`config.mk`:
```
export PLATFORM = sky130hd
export DESIGN_NAME = mult_div_unit
export DESIGN_NICKNAME = d
export VERILOG_FILES = /design/src/rtl/mult_div_unit.sv
export SDC_FILE = /design/constraint.sdc
export NUM_CORES = 1
export LEC_CHECK = 0
export CAP_MARGIN = 0
export CORE_UTILIZATION = 40
export DETAILED_ROUTE_END_ITERATION = 8
export PLACE_DENSITY = 0.6
export SLEW_MARGIN = 20
export SYNTH_ARGS = -nofsm -noshare
export SYNTH_HDL_FRONTEND = slang
export SYNTH_SLANG_ARGS = --single-unit
```
`constraint.sdc`:
```
create_clock -name clock -period 6 [get_ports clock]
set_clock_uncertainty 0.2 [all_clocks]
set_input_delay 0.6 -clock clock [delete_from_list [all_inputs] [get_ports clock]]
set_output_delay 0.6 -clock clock [all_outputs]
set_load 0.005 [all_outputs]
```
`src/rtl/mult_div_unit.sv`:
```
// Iterative signed multiply/divide unit with HI/LO result registers (MIPS mult/div).
// It performs one Booth multiply step or one restoring-divide step per clock.
module mult_div_unit #(
    parameter int WIDTH = 32
) (
    input  logic             clock,
    input  logic             reset,
    input  logic             start,
    input  logic             op,
    input  logic [WIDTH-1:0] a,
    input  logic [WIDTH-1:0] b,
    output logic [WIDTH-1:0] hi,
    output logic [WIDTH-1:0] lo,
    output logic             busy,
    output logic             done,
    output logic             div_zero
);

    localparam int CW = $clog2(WIDTH + 1);

    typedef enum logic [1:0] {IDLE, MULT, DIV, FINISH} state_t;

    state_t                     state, state_nxt;
    logic [CW-1:0]              cnt;
    logic                       dz;
    logic                       launch;
    logic                       last;

    logic signed [WIDTH:0]      mcand;
    logic signed [2*WIDTH+1:0]  prod, prod_nxt;
    logic signed [WIDTH:0]      booth_sum;

    logic [WIDTH-1:0]           dvs, rem, quo, rem_nxt, quo_nxt, shifted;
    logic [WIDTH:0]             trial;
    logic                       fits;
    logic                       q_neg, r_neg;

    function automatic logic [WIDTH-1:0] magnitude(input logic [WIDTH-1:0] v);
        return v[WIDTH-1] ? (~v + 1'b1) : v;
    endfunction

    function automatic logic [WIDTH-1:0] apply_sign(input logic [WIDTH-1:0] v, input logic neg);
        return neg ? (~v + 1'b1) : v;
    endfunction

    assign busy     = (state == MULT) || (state == DIV);
    assign done     = (state == FINISH);
    assign div_zero = done && dz;
    assign launch   = start && !busy;
    assign last     = (cnt == CW'(1));

    // Booth step: the upper partial product carries one guard bit so that
    // subtracting the most negative multiplicand cannot overflow.
    always_comb begin
        booth_sum = $signed(prod[2*WIDTH+1:WIDTH+1]);
        case (prod[1:0])
            2'b01:   booth_sum = $signed(prod[2*WIDTH+1:WIDTH+1]) + mcand;
            2'b10:   booth_sum = $signed(prod[2*WIDTH+1:WIDTH+1]) - mcand;
            default: booth_sum = $signed(prod[2*WIDTH+1:WIDTH+1]);
        endcase
        prod_nxt = $signed({booth_sum, prod[WIDTH:0]}) >>> 1;
    end

    always_comb begin
        trial   = {rem, quo[WIDTH-1]};
        shifted = {rem[WIDTH-2:0], quo[WIDTH-1]};
        fits    = trial >= {1'b0, dvs};
        rem_nxt = fits ? (shifted - dvs) : shifted;
        quo_nxt = {quo[WIDTH-2:0], fits};
    end

    always_comb begin
        state_nxt = state;
        case (state)
            IDLE, FINISH: begin
                if (start) state_nxt = op ? ((b == '0) ? FINISH : DIV) : MULT;
                else       state_nxt = IDLE;
            end
            MULT:    if (last) state_nxt = FINISH;
            DIV:     if (last) state_nxt = FINISH;
            default: state_nxt = IDLE;
        endcase
    end

    always_ff @(posedge clock) begin
        if (reset) begin
            state <= IDLE;
            cnt   <= '0;
            dz    <= 1'b0;
            hi    <= '0;
            lo    <= '0;
        end else begin
            state <= state_nxt;
            if (launch) begin
                cnt <= CW'(WIDTH);
                dz  <= op && (b == '0);
            end else if (busy) begin
                cnt <= cnt - 1'b1;
            end
            if (state == MULT && last) begin
                {hi, lo} <= prod_nxt[2*WIDTH:1];
            end else if (state == DIV && last) begin
                lo <= apply_sign(quo_nxt, q_neg);
                hi <= apply_sign(rem_nxt, r_neg);
            end
        end
    end

    // Operand/working registers need no reset: results reach hi/lo only via the gated writes above.
    always_ff @(posedge clock) begin
        if (launch) begin
            mcand <= $signed({a[WIDTH-1], a});
            prod  <= {{(WIDTH + 1){1'b0}}, b, 1'b0};
            dvs   <= magnitude(b);
            rem   <= '0;
            quo   <= magnitude(a);
            q_neg <= a[WIDTH-1] ^ b[WIDTH-1];
            r_neg <= a[WIDTH-1];
        end else if (state == MULT) begin
            prod  <= prod_nxt;
        end else if (state == DIV) begin
            rem   <= rem_nxt;
            quo   <= quo_nxt;
        end
    end

endmodule

```
== After elaboration in Yosys (flattened, before gate mapping) ==
Cells that the tools add are included.
Widths: inputs -> output; s select.

* Bits in registers: 268
* Latch bits: 0
* Memory bits (writable): 0
* ROM bits: 0
* Input bits: 68
* Output and inout bits: 67
* Logic and storage cells: 78
* Memories: 0

* Add/subtract/negate cells: 8
* Multipliers: 0
* Div/mod/pow operators: 0
* $lt $le $gt $ge: 1
* Eq/ne operators: 8
* Shift-type cells: 0
* Mux-type cells: 22
* Bitwise operators: 6
* Reductions and logical operators: 18

{| class="wikitable"
|+ Operators with widths
! kind !! number
|-
| $mux 32 || 11
|-
| $add 32x1->32 const B || 4
|-
| $not 32->32 || 4
|-
| $mux 33 || 2
|-
| $pmux 33 s2 || 1
|-
| $add 32x32->33 || 1
|-
| $ge 33x32->1 || 1
|-
| $sub 32x32->33 || 1
|-
| $logic_not 32->1 || 1
|-
| $sub 32x32->32 || 1
|-
| $mux 31 || 1
|-
| $mux 6 || 2
|-
| $reduce_bool 2->1 || 4
|-
| $eq 2x2->1 const B || 3
|-
| $eq 6x1->1 const B || 1
|-
| $mux 2 || 3
|-
| $reduce_or 2->1 || 3
|-
| $sub 6x1->6 const B || 1
|-
| $logic_and 1x1->1 || 5
|-
| $eq 2x1->1 const B || 2
|-
| $pmux 2 s2 || 1
|-
| $reduce_and 2->1 || 2
|-
| $logic_not 2->1 || 1
|-
| $ne 2x1->1 const B || 1
|-
| other kinds (6) || 6
|}

== Depth between registers and ports, before layout ==
* Depth in word-level cells: 7
* Mapped depth: 22
* Depth with buffers taken out: 20

== Least setup slack after synthesis ==
Ideal clock, no wire load.

* Kind: register to register
* From: register rem[8]
* To: register hi[20]
* Setup time: 0.095 ns
* Arrival time: 4.997 ns
* Data required time: 5.705 ns
* Path slack: 0.707 ns
* Cell stages (with the launch flop): 21
* Buffers on the path: 5
* Period minus slack after synthesis: 5.293 ns
* Cell sequence: dfxtp_1 > ha_1 > buf_2 > and4_1 > nand3_2 > a211o_1 > a211oi_2 > or3_1 > buf_6 > clkbuf_1 > buf_2 > buf_1 > mux2i_1 > ha_1 > nand3_1 > or4b_2 > a21oi_1 > a21boi_0 > a41oi_1 > xor2_1 > a221oi_1

* Longest elaborated chain between the ends: 7
* Elaborated cells between the ends (all ways): 8
* Those cells by class: add/sub (2); order compare (1); mux (4); bitwise (1)

{| class="wikitable"
|+ Ends and longest elaborated chain
! what !! RTL line !! RTL
|-
| from (decl) || 33 || <nowiki>logic [WIDTH-1:0] dvs, rem, quo, rem_nxt, quo_nxt, shifted;</nowiki>
|-
| from (signal assigned) || 122 || <nowiki>rem <= rem_nxt;</nowiki>
|-
| $sub 32x32->32 / $ge 33x32->1 (equally long branches) || 68, 67 ||
|-
| $mux 32 (*) || 68 || <nowiki>rem_nxt = fits ? (shifted - dvs) : shifted;</nowiki>
|-
| $not 32->32 || 43 || <nowiki>return neg ? (~v + 1'b1) : v;</nowiki>
|-
| $add 32x1->32 || 43 ||
|-
| $mux 32 (*) || 43 ||
|-
| $mux 32 (*) || 102 || <nowiki>end else if (state == DIV && last) begin</nowiki>
|-
| $mux 32 (*) || 100 || <nowiki>if (state == MULT && last) begin</nowiki>
|-
| to (signal assigned) || 101 || <nowiki>{hi, lo} <= prod_nxt[2*WIDTH:1];</nowiki>
|-
| to (signal assigned) || 104 || <nowiki>hi <= apply_sign(rem_nxt, r_neg);</nowiki>
|-
| to (decl) || 12 || <nowiki>output logic [WIDTH-1:0] hi,</nowiki>
|}

Mark *: on every way between the ends. The rest lies on a longest branch, timed or not. The select of a mux whose other input is x is not followed.
A chain may end at the register's enable or synchronous reset.

== Final worst setup path ==
* From: register dvs[28]
* To: register hi[20]

* Longest elaborated chain between the ends: 7

{| class="wikitable"
|+ Ends and longest elaborated chain
! what !! RTL line !! RTL
|-
| from (decl) || 33 ||
|-
| from (signal assigned) || 114 || <nowiki>dvs <= magnitude(b);</nowiki>
|-
| $ge 33x32->1 (*) || 67 || <nowiki>fits = trial >= {1'b0, dvs};</nowiki>
|-
| $mux 32 (*) || 68 ||
|-
| $not 32->32 || 43 ||
|-
| $add 32x1->32 || 43 ||
|-
| $mux 32 (*) || 43 ||
|-
| $mux 32 (*) || 102 ||
|-
| $mux 32 (*) || 100 ||
|}

Marked as above.

==> reports/metrics.csv <==
stage;metric;value;unit
synth;cell taking the most area after synthesis;edfxtp_1;
global_routing;Overflow after GRT;0;
synth;synthesized area;17600;um2
synth;post-synthesis sequential area ratio;0.377;
power;sequential power share;0.277;
synth;Cell variety after synth;78;
critical_path;Crit path required time;6240;ps
global_routing;first-pass GRT wire length;87.2;mm
layout;design area;20600;um2
layout;commonest non-fill, non-tap cells in the layout;nand2_1, nor2_1, o21ai_0, a21oi_1, dfxtp_1;
placed_design;port bufs;134;
placed_design;routability cong.;0.884;
critical_path;CP Launch Type;register;
status;status;finished clean;
critical_path;Setup crit end kind;register;
global_routing;All-Layer GR Usage;0.254;
global_routing;vias in the first global route;14854;
synth;Post-Syn Instances;2079;
placed_design;hpwl dp;43.6;mm
critical_path;crit path DAT;5740;ps
cts;TritonCTS Buffers;34;
cts;Setup Buffers After CTS;0;
layout;# diodes;0;
sta;Final period util;0.916;
sta;Relative slew margins;0.283;
synth;main flop type after synthesis;dfxtp_1;
cts;# hold bufs at CTS;0;
layout;final net count;2298;
synth;yosys warns;0;
cts;CTS tree;built;
synth;leading post-synthesis cells by cell area;edfxtp_1, dfxtp_1, xnor2_1;
synth;ys async rst share;0;
power;switching pwr;5.50;mW
sta;Fin. Hold Viols;0;
synth;top cell type's share of synthesized area;0.220;
power;internal power;6.39;mW
die;Chip Height;212;um
die;Core Footprint;43300;um2
power;Max VDD drop;0.257;mV
synth;Syn Nets;2224;
routing;DRC Markers;0;
routing;DRT iter0 DRCs;1285;
routing;Routed WL per cell;20.7;um
die;DIE WIDTH;212;um
sta;shortest period the worst path allows;5500;ps
synth;EDFF count, synth;129;
cts;CTS root buf;clkbuf_16;
min_path;Hold WC Path Type;register to register;
routing;WL final;57.3;mm
power;Pwr Density;576;nW/um2
routing;DR vias;15994;
sta;number of setup violations in the final report;0;
routing;routed vias/inst;5.79;
sta;Least-Margin Pin Slew;1070;ps
job;maxcap violations;0;
sta;RSZ-0062 raised after global routing;false;
cts;Reg clk slew, reported paths;60;ps
cts;clock sinks;267;
die;Initial Util;0.407;
critical_path;Crit Path Category;register to register;
power;switching share of power;0.462;
power;Comb power frac;0.537;
sta;Setup TNS;0;ps
die;Die ar.;44900;um2
global_routing;initial antenna violation count;1;
cts;CTS Buffer Depth;3;
placed_design;area of placed instances;19400;um2
global_routing;largest net degree at the start of global routing;79;
layout;growth of design area from synthesis to finish;17.1;%
cts;H-tree depth;2;
layout;layout cells sized above 1;0.0555;
power;Clock power frac;0.186;
synth;number of synthesized register bits;267;
routing;remaining antenna violation count;0;
critical_path;Worst Path Max Fanout;11;
cts;post_cts resized;0;
power;Pleak;7.60;nW
sta;fmax;182;MHz
synth;Mean Syn Cell Area;8.47;um2
layout;commonest non-fill, non-tap cell in the layout;nand2_1;
sta;Slew Viols, Final;0;
die;num rows;76;
die;io pins;135;
routing;Pre-antenna DRT Iters;6;
cts;Clk Latency, worst-skew pair;550;ps
## final timing paths
check	slack, ps	end	startpoint	cells past startpoint
max	500	hi[20]	dvs[28]	16
min	260	dz	dz	2
max reg2reg	500	hi[20]	dvs[28]	16
min reg2reg	260	dz	dz	2
## synth_stat cells, types with 34 or more instances
cell type  instances
inv_1             79
xnor2_1          130
dfxtp_1          138
nor3_1            42
edfxtp_1         129
clkbuf_1          95
o21ai_0          156
nand2_1          233
o31ai_1           34
ha_1              75
nand3_1           59
xor2_1            66
nor2_1           209
a21oi_1          146
a211oi_1          69
## worst max-delay path, stage by stage, from the launching register on
cell       delay [ps]
edfxtp_1          320
inv_1              40
ha_1              380
a21oi_1           240
o21ai_0           160
a2111oi_0         560
nand2_1           150
or3_2             680
o21ai_0           360
ha_1              280
nand3_1           100
or4b_2            690
a21oi_1           230
a21boi_0          350
a41oi_1           190
xor2_1            180
a221oi_1          280
## logic make-up after synthesis
family	count (synthesis)	share of synthesized area
adders and majority gates	77	0.0555
AOI/OAI and AO/OA	606	0.223
buffers and inverters	196	0.0436
xor gates and xnor gates	196	0.0974
and+or+nand+nor	701	0.183
muxes	36	0.0209
DFF	267	0.377
## metal layers
metal | routed length [um] | track usage
met5 | 12 | 0
met4 | 1360 | 0.0760
met3 | 3290 | 0.0347
met2 | 26700 | 0.415
met1 | 25900 | 0.348
## power groups by stage
stage                     clock network (mW)  registers, mW  logic (mW)
after global routing                    2.32           3.35        7.05
after global placement                     0           3.30        6.30
after detailed placement                   0           3.32        6.34
after CTS                               2.25           3.29        6.38
final                                   2.21           3.29        6.38
after floorplan                            0           3.04        4.73
## flip-flops by register name, indices dropped and copies added, names as in the netlist
signal and flops:
mcand 32, dvs 32, cnt 6, dz 1, prod 65, hi 32, q_neg 1, rem 32
lo 32, state 2, quo 32
## layout make-up
cell class,count,area (um2)
well taps,585,732
fillers,4197,22600
inverters,81,309
multi-input cells,1616,10300
repair buffers,153,1490
flip-flops and latches,267,6640
clock buffers,41,951
clock inverters,21,256
## metrics by stage
step           setup WS (ps)  hold WS (ps)  total power [mW]  utilization  instances
3_3_place_gp             621           241              9.60        0.449       2702
4_1_cts                  485           258              11.9        0.477       2764
3_5_place_dp             529           250              9.66        0.449       2702
6_report                 503           258              11.9        0.477       2764
5_1_grt                 2.66           274              12.7        0.477       2764
2_1_floorplan            707           227              7.77            -       2079
Power figures use the tool's default switching activity.
